[src/rtl/cpu_bus_bridge.sv]
// cpu_bus_bridge: serialises the core's fetch and data-memory ports onto a
// single request/response bus with one transaction outstanding. The data
// access always goes first, then the fetch. stall_o holds the core until both
// accesses of the current core cycle have finished.
module cpu_bus_bridge #(
  parameter int ADDR_W = 32,
  parameter int DATA_W = 32
) (
  input  logic                clk,
  input  logic                rst,
  // core fetch port
  input  logic                inst_ce_i,
  input  logic [ADDR_W-1:0]   inst_addr_i,
  output logic [DATA_W-1:0]   inst_rdata_o,
  // core data port
  input  logic                data_ce_i,
  input  logic                data_we_i,
  input  logic [DATA_W/8-1:0] data_sel_i,
  input  logic [ADDR_W-1:0]   data_addr_i,
  input  logic [DATA_W-1:0]   data_wdata_i,
  output logic [DATA_W-1:0]   data_rdata_o,
  output logic                stall_o,
  // external bus
  output logic                bus_req_o,
  output logic                bus_we_o,
  output logic [DATA_W/8-1:0] bus_sel_o,
  output logic [ADDR_W-1:0]   bus_addr_o,
  output logic [DATA_W-1:0]   bus_wdata_o,
  input  logic                bus_addr_ok_i,
  input  logic [DATA_W-1:0]   bus_rdata_i,
  input  logic                bus_data_ok_i
);

  typedef enum logic [2:0] {
    IDLE   = 3'd0,
    D_REQ  = 3'd1,
    D_WAIT = 3'd2,
    I_REQ  = 3'd3,
    I_WAIT = 3'd4,
    DONE   = 3'd5
  } state_t;

  state_t              r_state;
  state_t              w_next;
  logic [DATA_W-1:0]   r_inst_rdata;
  logic [DATA_W-1:0]   r_data_rdata;

  // State register; reset returns to IDLE at once, which drops bus_req_o.
  // NOTE: sequential state uses non-blocking assignment so every flop samples
  // pre-edge values regardless of process ordering.
  always_ff @(posedge clk or negedge rst) begin
    if (!rst) r_state <= IDLE;
    else      r_state <= w_next;
  end

  // Next-state logic: data access before fetch, unbounded waits on the bus.
  // NOTE: a default assignment at the top of each always_comb guarantees no
  // path leaves a variable unassigned, so no latch is inferred.
  always_comb begin
    w_next = r_state;
    unique case (r_state)
      IDLE: begin
        if (data_ce_i)      w_next = D_REQ;
        else if (inst_ce_i) w_next = I_REQ;
      end
      D_REQ:  if (bus_addr_ok_i) w_next = D_WAIT;
      D_WAIT: if (bus_data_ok_i) w_next = inst_ce_i ? I_REQ : DONE;
      I_REQ:  if (bus_addr_ok_i) w_next = I_WAIT;
      I_WAIT: if (bus_data_ok_i) w_next = DONE;
      DONE:   w_next = IDLE;
      default: w_next = IDLE;
    endcase
  end

  // Bus outputs: driven straight from the core ports, which the core holds
  // stable while stalled, so they stay constant until addr_ok arrives.
  always_comb begin
    bus_req_o   = 1'b0;
    bus_we_o    = 1'b0;
    bus_sel_o   = '0;
    bus_addr_o  = '0;
    bus_wdata_o = '0;
    case (r_state)
      D_REQ: begin
        bus_req_o   = 1'b1;
        bus_we_o    = data_we_i;
        bus_sel_o   = data_sel_i;
        bus_addr_o  = data_addr_i;
        bus_wdata_o = data_wdata_i;
      end
      I_REQ: begin
        bus_req_o   = 1'b1;
        bus_sel_o   = '1;
        bus_addr_o  = inst_addr_i;
      end
      default: ;
    endcase
  end

  // Capture read data; data_ok only counts in the two WAIT states, and a
  // store never overwrites the last load value.
  always_ff @(posedge clk or negedge rst) begin
    if (!rst) begin
      r_inst_rdata <= '0;
      r_data_rdata <= '0;
    end else if (bus_data_ok_i) begin
      if (r_state == D_WAIT && !data_we_i) r_data_rdata <= bus_rdata_i;
      if (r_state == I_WAIT)               r_inst_rdata <= bus_rdata_i;
    end
  end

  assign inst_rdata_o = r_inst_rdata;
  assign data_rdata_o = r_data_rdata;

  // The core is released only in DONE, or when it requests nothing.
  assign stall_o = (r_state != DONE) && (inst_ce_i || data_ce_i);

endmodule

[config.mk]
export PLATFORM = sky130hd
export DESIGN_NAME = cpu_bus_bridge
export DESIGN_NICKNAME = d
export VERILOG_FILES = /design/src/rtl/cpu_bus_bridge.sv
export SDC_FILE = /design/constraint.sdc
export NUM_CORES = 1
export LEC_CHECK = 0
export CAP_MARGIN = 20
export CELL_PAD_IN_SITES_DETAIL_PLACEMENT = 1
export CELL_PAD_IN_SITES_GLOBAL_PLACEMENT = 2
export CORE_MARGIN = 2
export CORE_UTILIZATION = 18
export CTS_BUF_LIST = sky130_fd_sc_hd__clkbuf_8
export DETAILED_ROUTE_END_ITERATION = 8
export GPL_ROUTABILITY_DRIVEN = 0
export PLACE_DENSITY = 0.79
export SKIP_LAST_GASP = 1
export SLEW_MARGIN = 20
export SYNTH_ARGS = -nofsm -noshare
export SYNTH_HDL_FRONTEND = slang
export SYNTH_SLANG_ARGS = --single-unit
[constraint.sdc]
create_clock -name clk -period 2.05 [get_ports clk]
set_input_delay 0.5125 -clock clk [delete_from_list [all_inputs] [get_ports clk]]
set_output_delay 0.5125 -clock clk [all_outputs]
set_load 0.02 [all_outputs]
Word level (Yosys, flattened, before mapping)
Index checks and enable logic that the tools add are counted.
{"block": "totals", "ff_bits": 67, "latchBits": 0, "ramBits": 0, "romBits": 0, "input_bits": 139, "wordCells": 35, "n_memories": 0}
{"block": "op_classes", "add_sub_neg": 0, "multipliers": 0, "div": 0, "order_cmp": 0, "eq_ne": 10, "n_shift": 0, "n_mux": 13, "bitwise": 0, "reduce_logical": 9}
{"operator": "$pmux W32 S2", "count": 1}
{"operator": "$mux W32", "count": 1}
{"operator": "$mux W3", "count": 7}
{"operator": "$pmux W3 S5", "count": 1}
{"operator": "$ne A2 B2 Y1 const B", "count": 4}
{"operator": "$pmux W4 S2", "count": 1}
{"operator": "$eq A3 B2 Y1 const B", "count": 2}
{"operator": "$ne A3 B3 Y1 const B", "count": 2}
{"operator": "$reduce_and A5 Y1", "count": 1}
{"operator": "$reduce_and A2 Y1", "count": 2}
{"operator": "$eq A3 B1 Y1 const B", "count": 1}
{"operator": "$eq A3 B3 Y1 const B", "count": 1}
{"operator": "$logic_not A3 Y1", "count": 1}
{"operator": "$logic_and A1 B1 Y1", "count": 2}
{"operator": "$mux W1", "count": 2}
{"operator": "$reduce_or A2 Y1", "count": 1}
{"operator": "$logic_not A1 Y1", "count": 1}
{"operator": "$logic_or A1 B1 Y1", "count": 1}

Longest topological paths before layout
Gate-level depths: netlist of run 1.
{"block": "depth", "ltp_word": 3, "ltp_mapped": 5}

Worst setup path before layout of run 1
OpenSTA, ideal clock, no wires.
{"block": "synth_timing", "kind": "reg2out", "startpoint": "register r_state[1]", "endpoint": "output bus_addr_o[10]", "t_arrival_ns": 1.314, "required_time_ns": 1.537, "slack_ns": 0.223, "stages_incl_launch_ff": 6, "n_path_buf": 3, "cell_sequence": "dfrtp_1 buf_2 buf_2 buf_2 mux2i_1 nor2_1"}
{"block": "synth_between", "elab_chain_cells": 2, "word_cells_on_any_way": 3, "classes_between": "2 x eq/ne; 1 x mux"}
{"element": "start, declared", "line": "43", "source": "state_t r_state;"}
{"element": "start signal, assigned", "line": "53", "source": "else r_state <= w_next;"}
{"element": "$eq A3 B2 Y1 or $eq A3 B1 Y1 (tied branches)", "line": "83", "source": "case (r_state)"}
{"element": "$pmux W32 S2 *", "line": "83"}
{"element": "end, declared", "line": "27", "source": "output logic [ADDR_W-1:0] bus_addr_o,"}
Every way passes the cells marked *; elsewhere a longest branch is shown, timed or not.

Worst setup path after layout of run 1
{"block": "layout_timing", "startpoint": "register r_state[1]", "endpoint": "output bus_wdata_o[3]"}
{"block": "layout_between", "elab_chain_cells": 2}
{"element": "$eq A3 B1 Y1", "line": "83"}
{"element": "$mux W32", "line": "83"}
{"element": "end, declared", "line": "28", "source": "output logic [DATA_W-1:0] bus_wdata_o,"}
Every way passes these cells.

==> results of run 1 <==
-- metrics by stage --
| step | power (mW) | hold WS, ns | util, % |
|---|---|---|---|
| after global routing | 11.0 | 0.152 | 38.2 |
| after floorplan | 5.38 | 0.217 | - |
| after global placement | 8.51 | 0.468 | 35.6 |
| after detailed placement | 8.63 | 0.479 | 35.6 |
| after CTS | 10.6 | 0.133 | 38.1 |
| final | 10.4 | 0.133 | 38.2 |
-- final timing paths --
kind / to / cells after the start
setup / recovery: bus_wdata_o[3] / 5
hold / removal: inst_rdata_o[9] / 1
setup reg to reg: data_rdata_o[25] / 6
hold reg to reg: inst_rdata_o[1] / 1
max in group asynchronous: data_rdata_o[30] / 2
min in group clk: inst_rdata_o[1] / 1
-- synthesized netlist by cell type, drive strengths merged, types with 2 or more instances --
| cell | number | area (sq um) |
|---|---|---|
| nand2 | 3 | 11.3 |
| nor2 | 44 | 165 |
| buf | 15 | 113 |
| mux2i | 32 | 320 |
| clkbuf | 4 | 15.0 |
| a21oi | 2 | 10.0 |
| nand2b | 2 | 12.5 |
| dfrtp | 67 | 1680 |
| inv | 3 | 11.3 |
| mux2 | 64 | 721 |
| nor4bb | 2 | 20.0 |
| and2 | 33 | 206 |
-- critical path, delay by kind of cell, from the launching register on --
kind	cells	cell delay [ns]
simple gates	2	0.32
buf+inv	3	0.39
flops	1	0.50
-- repair_timing --
item	in CTS	in global routing
endpoints found under the setup margin	71	134
gates resized for setup	389	24
setup buffers	6	0
gates cloned	8	0
pin swaps	14	23
hold buffers	0	0
endpoints found under the hold margin	0	0
-- metal layers --
metal | global-route usage [%] | vias up
met5 | 0 | -
met4 | 4.25 | 0
met3 | 3.97 | 13
met2 | 24.0 | 169
met1 | 15.8 | 1591
li1 | - | 1535
-- flip-flops by register name (all words and copies together) (netlist names) --
| register | flops |
|---|---|
| data_rdata_o | 32 |
| inst_rdata_o | 32 |
| r_state | 3 |
-- power breakdown --
part	total, mW	switching, mW	internal, mW
Sequential	2.33	0.362	1.97
Clock	1.12	0.493	0.622
Combinational	6.95	3.33	3.62
Total	10.4	4.19	6.21
-- cells by family after synthesis --
logic type	Yosys count
and+or+nand+nor	85
buffers and inverters	22
AOI/OAI and AO/OA	7
xor gates and xnor gates	1
muxes	96
DFF	67
-- layout make-up --
cell class / count / area share (%)
antenna: 1 / 0.0362
clock buffer: 11 / 2.19
clock inverter: 5 / 0.761
inverter: 3 / 0.163
multi-input combinational: 189 / 24.1
sequential: 67 / 24.3
tap: 229 / 4.15
timing repair buffer: 302 / 44.3
==> impl_metrics.tcl, run 1 <==
set metrics [dict create \
    maxCapViolCount 0 \
    synth_compound_area_share_pct 1.38 \
    grt_pass1_wl_mm 20.9 \
    seq_area_sq_um 1680 \
    netlist_area_sq_um 3350 \
    grt-ovfl-total 0 \
    failed_checks "negative setup slack" \
    hold_viol 0 \
    pre_cts_ws_ns -0.338 \
    p_per_area_nw_per_um2 1510 \
    vias_per_cell 4.10 \
    core_sq_um 18100 \
    die_area_sq_um 19700 \
    timing.final.ws_setup_ns -0.0160 \
    muxShareOfSynthArea_pct 31.1 \
    synth_top_family_by_area "multiplexers" \
    cts-root-buf "clkbuf_8" \
    drc_errors 0 \
    seq_area_frac_synth_pct 50.1 \
    cts_buffers 9 \
    drt-initial-drc-count 36 \
    met3_length_mm 1.10 \
    synthCells 278 \
    synth_enable_flop_cells 0 \
    syn_to_final_growth_pct 106 \
    synth.avg_cell_area_sq_um 12.0 \
    met1_length_mm 5.51 \
    worstPathRequired_ns 1.54 \
    ioPinCount 274 \
    cp_slowest_cell "dfrtp_2" \
    vdd_drop_max_mv 0.423 \
    htreeDepth 3 \
    finalCriticalPeriod_ns 2.07 \
    design_area_sq_um 6910 \
    crit_fanout 5 \
    place.port_buffers 273 \
    cts_max_path_buffers 2 \
    synth_xor_area_share_pct 0.262 \
    fp.dieW_um 140 \
    insertion_delay_ns 0.34 \
    rrSetupSlack_ns 0.05 \
    setup_viol 9 \
    crit-reg2reg-launch "r_state[1]" \
    antenna_found_initial 1 \
    crit_type "register to output pin" \
    multi_input_area_sq_um 1660 \
    status "finished with violations" \
    yosys.area_share.adder_pct 0 \
    crit_path_frequent_cell "buf_6" \
    tns_ns -0.0502 \
    drive_above_1_share_pct 32.9 \
    wl_per_cell_um 16.9 \
    cts.sinks 67 \
    layout_commonest_cell "clkdlybuf4s50_1" \
    synth_warnings 0 \
    grt_max_degree 40 \
    worst_pin_slew_ns 0.512 \
    track_usage_pct 13.6 \
    syn_nets 417 \
    clk_pin_slew_ns 0.08 \
    finClkSkew_ns 0.00856 \
    startpoint_type "register" \
    async_flop_share_pct 100 \
    period_share_pct 101 \
    report.final.slew_viol_count 0 \
    startpoint "r_state[1]" \
    die_h_um 140 \
    placedCellCount 778 \
    max_stage_delay_ns 0.50 \
    final_cell_mix "clkdlybuf4s50_1, dfrtp_1, nor2_1" \
    synthFlopType "dfrtp_1" \
    fin_nets 711 \
    dp_hpwl_mm 10.2 \
    vias 3308 \
    route.met2.wl_mm 6.85 \
    hp-class "primary input to asynchronous set/reset pin" \
    ys_ff_latch 67 \
    maxSlewHeadroom_pct 65.8 \
    synth-simple-area-share_pct 13.0 \
    crit_chain "nor2_4 > buf_6 > buf_12 > and2_4 > buf_6" \
    fillers 2001 \
    cts_tree "yes" \
    crit_path_end_kind "output pin" \
    first_pass_iters 4 \
    ys_types 21 \
    grt_pass1_vias 3769 \
    arrival_ns 1.55 \
    finalWirelength_mm 13.7 \
    fmax_ghz 0.484 \
    leakage_nw 3.03 \
    ant_nets 0 \
    rsz0062_at_grt "true" \
    dpl-instance-area_sq_um 6440 \
    num_rows 49 \
    fin_cells 807 \
    top_layer "met4" \
    start_util_pct 18.5 \
]
Note: power is estimated with default switching activity, not from simulation.
==> run 2: changes to the inputs <==
- SKIP_LAST_GASP: 1 -> unset
==> run 2 against run 1 <==
Effect of this change: the run still ends with negative setup slack left; global-route usage hardly changed; clock power about the same; maximum frequency is 0.30% higher; power is 1.6% higher; sequential power hardly changed; first-iteration DRC count rose by 2.8%; non-clock buffer count is 1 higher; final area is 1.4% higher; clock skew about the same; die area did not move; worst setup slack improved by 0.0062 ns; largest cell class unchanged.
==> impl_metrics.tcl, run 2 (synthesis results as in run 1) <==
set metrics [dict create \
    status "finished with violations" \
    failed_checks "negative setup slack" \
    cts_max_path_buffers 2 \
    drt-initial-drc-count 37 \
    dp_hpwl_mm 10.2 \
    place.port_buffers 273 \
    placedCellCount 778 \
    die_h_um 140 \
    finalWirelength_mm 13.8 \
    insertion_delay_ns 0.34 \
    ioPinCount 274 \
    cts_buffers 9 \
    arrival_ns 1.55 \
    grt_pass1_vias 3774 \
    crit-reg2reg-launch "r_state[1]" \
    ant_nets 0 \
    final_cell_mix "clkdlybuf4s50_1, dfrtp_1, nor2_1" \
    grt_pass1_wl_mm 20.9 \
    holdWs_ns 0.134 \
    crit_type "register to output pin" \
    maxCapViolCount 0 \
    wl_per_cell_um 17.1 \
    maxSlewHeadroom_pct 65.9 \
    core_sq_um 18100 \
    vdd_drop_max_mv 0.443 \
    drive_above_1_share_pct 35.1 \
    tns_ns -0.0222 \
    cts.sinks 67 \
    rrSetupSlack_ns 0.09 \
    num_rows 49 \
    track_usage_pct 13.6 \
    first_pass_iters 4 \
    fin_cells 808 \
    finalCriticalPeriod_ns 2.06 \
    cts_tree "yes" \
    fin_nets 712 \
    vias 3313 \
    rsz0062_at_grt "true" \
    period_share_pct 100 \
    fp.dieW_um 140 \
    start_util_pct 18.5 \
    combPwrFrac_pct 67.3 \
    crit_fanout 5 \
    startpoint_type "register" \
    layout_commonest_cell "clkdlybuf4s50_1" \
    grt_max_degree 40 \
    clockPowerShare_pct 10.6 \
    swShare_pct 39.9 \
    seq_power_share_pct 22.1 \
    hold_viol 0 \
    intPower_mw 6.35 \
    drc_errors 0 \
    total_power_mw 10.6 \
    fmax_ghz 0.485 \
    htreeDepth 3 \
    grt-ovfl-total 0 \
    ff2ff_path_depth 6 \
    pre_cts_ws_ns -0.338 \
    clk_pin_slew_ns 0.08 \
    leakage_nw 3.07 \
    setup_viol 5 \
    syn_to_final_growth_pct 109 \
    crit_path_end_kind "output pin" \
    finClkSkew_ns 0.00839 \
    switching_power_mw 4.21 \
    timing.final.ws_setup_ns -0.00979 \
    antenna_found_initial 1 \
    worst_pin_slew_ns 0.511 \
    worstPathRequired_ns 1.54 \
    fillers 1999 \
    vias_per_cell 4.10 \
    cts-root-buf "clkbuf_8" \
    hp-class "primary input to asynchronous set/reset pin" \
    p_per_area_nw_per_um2 1510 \
    die_area_sq_um 19700 \
    report.final.slew_viol_count 0 \
    timing.rr.end "inst_rdata_o[4]" \
]
-- run 2: cell count changes in the layout (fill, tap and decap cells not counted), moves of 2 or more --
cell / change
mux2_4: +10
buf_2: -8
buf_4: +6
buf_6: +2
mux2_1: -10
-- run 2: repair_timing --
action | 4_1_cts | 5_1_grt
setup endpoints to repair | 71 | 134
resized for setup | 413 | 22
gates cloned | 8 | 1
pin swaps | 14 | 23
hold buffers | 0 | 0
buffers inserted | 6 | 0
hold endpoints to repair | 0 | 0
-- run 2: layout make-up --
cell class | count | area, sq um | area share [%]
Antenna cell | 1 | 2.50 | 0.0357
Clock buffer | 11 | 151 | 2.16
Clock inverter | 5 | 52.6 | 0.751
Inverter | 3 | 11.3 | 0.161
Multi-Input combinational cell | 189 | 1700 | 24.3
Sequential cell | 67 | 1680 | 24.0
Tap cell | 229 | 287 | 4.09
Timing Repair Buffer | 303 | 3110 | 44.5
-- run 2: power by group through the flow --
stage / sequential, mW / clock [mW] / combinational (mW)
finish: 2.34 / 1.12 / 7.11
global route: 2.43 / 1.25 / 7.51
CTS: 2.35 / 1.17 / 7.20
detailed placement: 2.33 / 0 / 6.29
global placement: 2.29 / 0 / 6.22
floorplan: 3.09 / 0 / 2.30
-- run 2: per-layer routing --
layer	global-route usage (%)	part of all wire, %	vias to the layer above
met5	0	0	-
met3	4.03	8.4	14
li1	-	-	1538
met1	15.8	41	1589
met4	4.25	1.6	0
met2	24.0	49	172
-- run 2: how the worst max path moves through the flow --
stage	slack [ns]	endpoint	cells past startpoint	start
finish	-0.01	bus_wdata_o[3]	5	r_state[1]
global route	-0.1	bus_addr_o[27]	5	r_state[1]
CTS	-0.08	bus_addr_o[24]	5	r_state[1]
detailed placement	-0.34	stall_o	4	data_ce_i
global placement	-0.32	stall_o	4	data_ce_i
floorplan	0.22	bus_addr_o[10]	5	r_state[1]
-- run 2: stage by stage --
stage               utilization [%]  instance area, sq um
floorplan                         -                  3350
global placement               35.6                  6440
detailed placement             35.6                  6440
CTS                            38.5                  6960
global route                   38.7                  7000
finish                         38.7                  7000
-- run 2: critical path, cell delays in order (launching register included) --
cell and delay, ns:
dfrtp_2 0.50, nor2_4 0.17, buf_6 0.16, buf_12 0.12, and2_4 0.15, buf_6 0.11
==> run 3: changes to the inputs <==
- CORE_UTILIZATION: 18 -> 16
- PLACE_DENSITY: 0.79 -> 0.74
- clock period: 2.05 -> 1.85 ns (I/O delays scaled with it)
==> run 3 against run 2 <==
Effect of this change: the flow still finishes with violations (negative setup slack); non-clock buffer count increased by 17; wire length increased by 6.0%; critical endpoint is now bus_wdata_o[18]; worst hold slack got worse by 0.0019 ns; cell count increased by 7.1%; first-iteration DRC count increased by 51%; clock-buffer cell count decreased by 2; final area increased by 7.7%; power increased by 17%.
==> impl_metrics.tcl, run 3 (synthesis results as in run 1) <==
set metrics [dict create \
    status "finished with violations" \
    failed_checks "negative setup slack" \
    ioPinCount 274 \
    die_area_sq_um 22100 \
    leakage_nw 3.49 \
    report.final.slew_viol_count 0 \
    startpoint_type "register" \
    wl_per_cell_um 16.9 \
    cts.sinks 67 \
    fin_cells 865 \
    die_h_um 149 \
    finalWirelength_mm 14.6 \
    setup_viol 107 \
    num_rows 52 \
    rsz0062_at_grt "true" \
    place.port_buffers 273 \
    cts_max_path_buffers 2 \
    worstPathRequired_ns 1.39 \
    syn_to_final_growth_pct 125 \
    holdWs_ns 0.132 \
    antenna_found_initial 0 \
    critPathBufInv 3 \
    core_sq_um 20400 \
    finClkSkew_ns 0.0119 \
    fillers 2202 \
    grt-ovfl-total 0 \
    first_pass_iters 4 \
    p_per_area_nw_per_um2 1640 \
    dp_hpwl_mm 10.5 \
    crit_chain "buf_4 > nor2_4 > buf_12 > and2_1 > buf_4" \
    ant_nets 0 \
    vdd_drop_max_mv 0.554 \
    track_usage_pct 11.8 \
    diodes 0 \
    period_share_pct 108 \
    max_stage_delay_ns 0.47 \
    fp.dieW_um 149 \
    cts_tree "yes" \
    maxSlewHeadroom_pct 76.4 \
    finalCriticalPeriod_ns 2.00 \
    clk_pin_slew_ns 0.08 \
    grt_pass1_vias 3633 \
    worst_pin_slew_ns 0.354 \
    hold_viol 0 \
    arrival_ns 1.54 \
    crit_family "buffers and inverters" \
    maxCapViolCount 0 \
    fmax_ghz 0.500 \
    cp_slowest_cell "dfrtp_2" \
    grt_max_degree 68 \
    dpl-instance-area_sq_um 6490 \
    drc_errors 0 \
    crit_path_end_kind "output pin" \
    insertion_delay_ns 0.35 \
    cts_buffers 9 \
    crit_type "register to output pin" \
    drive_above_1_share_pct 37.1 \
    design_area_sq_um 7540 \
    cts-root-buf "clkbuf_8" \
    grt_pass1_wl_mm 20.0 \
    vias 3370 \
    crit_path_frequent_cell "buf_4" \
    fin_util_pct 37.0 \
    fin_nets 729 \
    vias_per_cell 3.90 \
    placedCellCount 820 \
    hp-class "primary input to asynchronous set/reset pin" \
    final_cell_mix "clkdlybuf4s50_1, dfrtp_1, mux2_4" \
    layout_commonest_cell "clkdlybuf4s50_1" \
    drt-initial-drc-count 56 \
    crit_fanout 33 \
    timing.final.ws_setup_ns -0.149 \
    start_util_pct 16.4 \
    htreeDepth 3 \
]
run 3: area by class of cell:
| type | count | area (sq um) | area share [%] |
|---|---|---|---|
| timing repair buffer | 320 | 3370 | 44.7 |
| multi-input combinational | 189 | 1890 | 25.1 |
| sequential | 67 | 1680 | 22.2 |
| tap | 270 | 338 | 4.48 |
| clock inverter | 7 | 125 | 1.66 |
| clock buffer | 9 | 124 | 1.64 |
| inverter | 3 | 13.8 | 0.183 |
run 3: final timing paths:
path | startpoint | end | slack, ns | depth (start not counted)
hold reg to reg | inst_rdata_o[0] | inst_rdata_o[0] | 0.50 | 1
setup / recovery | r_state[1] | bus_wdata_o[18] | -0.15 | 5
min in group clk | inst_rdata_o[0] | inst_rdata_o[0] | 0.50 | 1
setup reg to reg | r_state[1] | inst_rdata_o[18] | -0.15 | 7
hold / removal | rst | data_rdata_o[13] | 0.13 | 2
max in group asynchronous | rst | r_state[1] | 1.43 | 2
run 3: what timing repair did:
action | 4_1_cts | 5_1_grt
gates resized for setup | 266 | 264
hold buffers | 0 | 0
pin swaps | 2 | 8
cloned | 3 | 6
setup buffers | 3 | 17
endpoints found under the setup margin | 135 | 150
run 3: power by group:
| part | total, mW | internal (mW) | switching [mW] | leakage (nW) |
|---|---|---|---|---|
| Combinational | 8.27 | 4.50 | 3.77 | 2.54 |
| Sequential | 2.62 | 2.19 | 0.430 | 0.818 |
| Clock | 1.50 | 0.906 | 0.598 | 0.124 |
| Total | 12.4 | 7.59 | 4.79 | 3.49 |
run 3: metal layers:
metal  up-vias  global-route usage (%)  part of all wire [%]
li1       1569                       -                     -
met1      1624                    13.8                    41
met2       160                    21.0                    51
met3        17                    3.22                   6.8
met4         0                    4.10                   1.7
met5         -                       0                     0
run 3: metrics by stage:
step / TNS [ns] / power [mW] / setup WS (ns)
floorplan: 0 / 5.97 / 0.0733
global route: -23.35 / 13.1 / -0.247
global placement: -39.58 / 9.46 / -0.405
detailed placement: -42.85 / 9.60 / -0.416
CTS: -23.27 / 11.2 / -0.323
finish: -11.84 / 12.4 / -0.149
